[src/rtl/result_uart_tx.sv]
// 8N1 serial transmitter for the SAD best-match result: frames {x, y} as a
// 5-byte packet (header, x hi, x lo, y hi, y lo) and shifts it out LSB first.
module result_uart_tx #(
   parameter int unsigned CLKS_PER_BIT = 434,
   parameter logic [7:0]  HEADER       = 8'hA5
) (
   input  logic       clock,
   input  logic       notReset,
   input  logic       result_valid,
   input  logic [9:0] x_in,
   input  logic [8:0] y_in,
   output logic       result_ready,
   output logic       busy,
   output logic       done,
   output logic       TxD
);

   localparam int unsigned    CntW   = (CLKS_PER_BIT > 1) ? $clog2(CLKS_PER_BIT) : 1;
   localparam logic [CntW-1:0] CntMax = CntW'(CLKS_PER_BIT - 1);

   typedef enum logic [1:0] {StIdle, StStart, StData, StStop} state_e;

   state_e          state_q, state_d;
   logic [CntW-1:0] baud_q, baud_d;
   logic [2:0]      bit_idx_q, bit_idx_d;
   logic [2:0]      byte_idx_q, byte_idx_d;
   logic [9:0]      x_q, x_d;
   logic [8:0]      y_q, y_d;
   logic            tx_q, tx_d;
   logic            busy_q, busy_d;
   logic            done_q, done_d;
   logic            ready_q, ready_d;

   logic [7:0]      cur_byte;
   logic [2:0]      bit_nxt;
   logic            baud_end;

   always_comb begin
      case (byte_idx_q)
         3'd0:    cur_byte = HEADER;
         3'd1:    cur_byte = {6'b0, x_q[9:8]};
         3'd2:    cur_byte = x_q[7:0];
         3'd3:    cur_byte = {7'b0, y_q[8]};
         default: cur_byte = y_q[7:0];
      endcase
   end

   assign baud_end = (baud_q == CntMax);
   assign bit_nxt  = bit_idx_q + 3'd1;

   // TxD is computed for the state being entered, so the line changes on the
   // same edge as the state and stays a plain register output.
   always_comb begin
      state_d    = state_q;
      baud_d     = baud_q;
      bit_idx_d  = bit_idx_q;
      byte_idx_d = byte_idx_q;
      x_d        = x_q;
      y_d        = y_q;
      tx_d       = tx_q;
      busy_d     = busy_q;
      done_d     = 1'b0;
      ready_d    = ready_q;

      unique case (state_q)
         StIdle: begin
            tx_d = 1'b1;
            if (result_valid && ready_q) begin
               x_d        = x_in;
               y_d        = y_in;
               state_d    = StStart;
               baud_d     = '0;
               byte_idx_d = 3'd0;
               tx_d       = 1'b0;
               busy_d     = 1'b1;
               ready_d    = 1'b0;
            end
         end
         StStart: begin
            if (baud_end) begin
               baud_d    = '0;
               state_d   = StData;
               bit_idx_d = 3'd0;
               tx_d      = cur_byte[0];
            end else begin
               baud_d = baud_q + CntW'(1);
            end
         end
         StData: begin
            if (baud_end) begin
               baud_d = '0;
               if (bit_idx_q == 3'd7) begin
                  state_d = StStop;
                  tx_d    = 1'b1;
               end else begin
                  bit_idx_d = bit_nxt;
                  tx_d      = cur_byte[bit_nxt];
               end
            end else begin
               baud_d = baud_q + CntW'(1);
            end
         end
         StStop: begin
            if (baud_end) begin
               baud_d = '0;
               if (byte_idx_q == 3'd4) begin
                  state_d    = StIdle;
                  byte_idx_d = 3'd0;
                  done_d     = 1'b1;
                  busy_d     = 1'b0;
                  ready_d    = 1'b1;
               end else begin
                  byte_idx_d = byte_idx_q + 3'd1;
                  state_d    = StStart;
                  tx_d       = 1'b0;
               end
            end else begin
               baud_d = baud_q + CntW'(1);
            end
         end
         default: begin
            state_d = StIdle;
            tx_d    = 1'b1;
         end
      endcase
   end

   always_ff @(posedge clock) begin
      if (!notReset) begin
         state_q    <= StIdle;
         baud_q     <= '0;
         bit_idx_q  <= 3'd0;
         byte_idx_q <= 3'd0;
         x_q        <= 10'd0;
         y_q        <= 9'd0;
         tx_q       <= 1'b1;
         busy_q     <= 1'b0;
         done_q     <= 1'b0;
         ready_q    <= 1'b1;
      end else begin
         state_q    <= state_d;
         baud_q     <= baud_d;
         bit_idx_q  <= bit_idx_d;
         byte_idx_q <= byte_idx_d;
         x_q        <= x_d;
         y_q        <= y_d;
         tx_q       <= tx_d;
         busy_q     <= busy_d;
         done_q     <= done_d;
         ready_q    <= ready_d;
      end
   end

   assign TxD          = tx_q;
   assign busy         = busy_q;
   assign done         = done_q;
   assign result_ready = ready_q;

endmodule

[config.mk]
export PLATFORM = sky130hd
export DESIGN_NAME = result_uart_tx
export DESIGN_NICKNAME = d
export VERILOG_FILES = /design/src/rtl/result_uart_tx.sv
export SDC_FILE = /design/constraint.sdc
export NUM_CORES = 1
export LEC_CHECK = 0
export CAP_MARGIN = 20
export CORE_MARGIN = 3
export CORE_UTILIZATION = 55
export CTS_BUF_LIST = sky130_fd_sc_hd__clkbuf_2 sky130_fd_sc_hd__clkbuf_4 sky130_fd_sc_hd__clkbuf_8
export CTS_CLUSTER_SIZE = 30
export DETAILED_ROUTE_END_ITERATION = 12
export PLACE_DENSITY = 0.82
export SETUP_SLACK_MARGIN = 0.02
export SYNTH_ARGS = -nofsm -noshare
export SYNTH_HDL_FRONTEND = slang
export SYNTH_SLANG_ARGS = --single-unit
[constraint.sdc]
create_clock -name clock -period 2.5 [get_ports clock]
set_clock_uncertainty 0.1 [all_clocks]
set_input_delay 0.375 -clock clock [delete_from_list [all_inputs] [get_ports clock]]
set_output_delay 0.375 -clock clock [all_outputs]
set_load 0.01 [all_outputs]
==> results of run 1 <==
-- cells in the mapped netlist (3+ instances only) --
| master | instances | area [um2] |
|---|---|---|
| dfxtp_1 | 40 | 801 |
| ha_1 | 13 | 163 |
| a21oi_1 | 37 | 185 |
| and2_1 | 5 | 31.3 |
| nor3_1 | 3 | 15.0 |
| mux2i_1 | 5 | 50.1 |
| nor3b_1 | 5 | 37.5 |
| o21ai_0 | 10 | 50.1 |
| nand3_1 | 4 | 20.0 |
| nand2_1 | 45 | 169 |
| nor2_1 | 27 | 101 |
| o21ai_1 | 3 | 15.0 |
| and3_1 | 7 | 43.8 |
| nor2b_1 | 3 | 18.8 |
| clkbuf_1 | 6 | 22.5 |
| inv_1 | 12 | 45.0 |
| o21bai_1 | 3 | 22.5 |
-- worst register-to-register path, stage by stage (launching register included) --
cell and delay [ns]:
dfxtp_1 0.40, inv_1 0.08, ha_1 0.29, and2b_1 0.24
a222oi_1 0.30, mux2_2 0.23, o21ai_0 0.07, a221oi_1 0.27
o21ai_1 0.09
-- state kept, by name, summed over array words and instances (netlist names) --
signal and flops:
baud_q 9, bit_idx_q 3, state_q 2, busy 1, result_ready 1, TxD 1
y_q 9, done 1, byte_idx_q 3, x_q 10
-- power by group through the flow --
stage | registers (mW) | clock network (mW) | logic, mW
after floorplan | 0.829 | 0 | 0.576
after global placement | 0.845 | 0 | 0.757
after detailed placement | 0.847 | 0 | 0.772
after CTS | 0.834 | 0.415 | 0.777
after global routing | 0.848 | 0.446 | 0.881
final | 0.836 | 0.406 | 0.775
-- per-stage QoR --
stage	instance area (um2)	worst slack, ns	hold slack [ns]
after global routing	2450	0.0871	0.379
after floorplan	2090	0.553	0.332
final	2450	0.294	0.362
after CTS	2450	0.327	0.361
after detailed placement	2370	0.361	0.352
after global placement	2370	0.436	0.338
-- cell type report --
type	count	area share
Inverter	13	0.0199
Timing Repair Buffer	29	0.114
Multi-Input combinational cell	202	0.483
Clock buffer	6	0.0311
Sequential cell	40	0.326
Clock inverter	1	0.00204
Tap cell	46	0.0234
-- how the worst max path moves through the flow --
stage	end	startpoint	depth (start not counted)
CTS	TxD	byte_idx_q[0]	8
global route	TxD	byte_idx_q[0]	8
finish	TxD	byte_idx_q[0]	8
detailed placement	TxD	byte_idx_q[0]	8
global placement	TxD	byte_idx_q[0]	8
floorplan	TxD	byte_idx_q[0]	8
-- kinds of logic after synthesis --
family	after synthesis	share of synthesized area
and+or+nand+nor	111	0.257
buffers and inverters	23	0.0491
muxes	6	0.0293
DFF	40	0.383
adders and majority gates	13	0.0778
AOI/OAI and AO/OA	72	0.204
-- layer usage --
layer  track usage  wire (um)
met5             0          0
met4        0.0633         40
met3        0.0549        265
met2         0.321       1920
met1         0.312       2130
==> flow_summary.toml, run 1 <==
[power_and_ir_drop]
pwr_density_cell_mw_per_mm2 = 822
combPwrFrac = 0.384
p_leak_nw = 0.992
clkPwrFrac = 0.201
switching_share = 0.367
seq_power_share = 0.414
p_int_mw = 1.28
total_power_mw = 2.02
p_sw_mw = 0.740
ir_drop_mv = 0.501

[die]
io_pins = 26
coreArea_mm2 = 0.00349
die_x_um = 67.6
die_h_um = 67.6
dieArea_mm2 = 0.00457
fp-row-count = 21
start_util = 0.598

[synth]
synth.yosys.seq_area_share = 0.383
synthCells = 265
synth_cell_types = 45
ys_seq_elements = 40
yosysWarnings = 0
ys.flop_type = "dfxtp_1"
synth.avg_cell_area_um2 = 7.88
syn-cell-area_mm2 = 0.00209
synthArstFlopShare = 0
synth_fp_nets = 300
synth_edf_count = 0

[clock_network]
clk_latency_ns = 0.29
clkSlewWorstSetupHoldPaths_ns = 0.07
postCtsResizedCells = 0
cts_made_buffers = 5
cts_tree = "yes"
cts-hold-fix-buffers = 0
cts-root-buf = "clkbuf_8"
clockBufferDepth = 2
htreeDepth = 2
post-cts-setup-buffers = 0
cts_sinks = 40

[placement]
port_buffers = 25
place.gp.congestion = 0.839
dpl.hpwl_um = 3250
place_inst = 330

[timing]
finalHoldViolCount = 0
worstMarginPinSlew_ns = 0.405
rsz0062_at_grt = "false"
tns_ns = 0
min_period_over_period = 0.882
max-slew-margin-rel = 0.730
slew_violations = 0
final.min_clock_period_ns = 2.21
final-setup-viol-count = 0
fmax_mhz = 453

[cells_and_area]
multi_input_area_mm2 = 0.00119
final_common_cell = "nand2_1"
instances_no_fill = 337
drive_gt1_frac = 0.0584
synthToLayoutAreaGrowth_pct = 17.5
seq_area_um2 = 801
antenna_cells = 0
fin_nets = 326
finish.utilization = 0.702
mostFrequentLayoutCells = "nand2_1 (45), dfxtp_1 (40), a21oi_1 (37)"
nFillCells = 289

[drt]
drc = 0
via_count = 1864
drt_wl_total_um = 4350
wl_per_cell_um = 12.9
ant_nets = 0
vias_per_cell = 5.53
firstDrtPassIters = 5
drt_iter0_drc = 137

[global_route]
grt_max_degree = 20
grt_remaining_overflow = 0
grt_pass1_wl_um = 7530
track_usage = 0.218
antenna_found_initial = 0
grt_pass1_vias = 1679

[worst_setup_path]
end_kind = "register"
cp-start-kind = "register"
crit_arrival_ns = 2.27
required_ns = 2.57
critical_path.max_stage_delay_ns = 0.40
path_buf_inv = 1
rrSetupSlack_ns = 0.29
regToRegStartpoint = "byte_idx_q[0]"
critical_path_class = "register to register"
worstRegToRegCells = 8
path_cells = "inv_1 > ha_1 > and2b_1 > a222oi_1 > mux2_2 > o21ai_0 > a221oi_1 > o21ai_1"
crit_fanout = 7
cp_slowest_cell = "dfxtp_1"
crit_family = "compound AO/OA/AOI/OAI gates"
r2r-end = "TxD"

[min_path]
min-delay-start = "y_q[4]"
whs_endpoint = "y_q[4]"
worstHoldPathCells = 2
hold_path.class = "register to register"

[outcome]
status = "finished, final reports clean"

[run]
cap_violations = 0
No activity file was read; power rests on OpenSTA's default activity.
==> run 2: changes to the inputs <==
- CAP_MARGIN: 20 -> default
==> results of run 2 <==
Same layout as run 1: the final DEF is identical, and so are final timing and power.
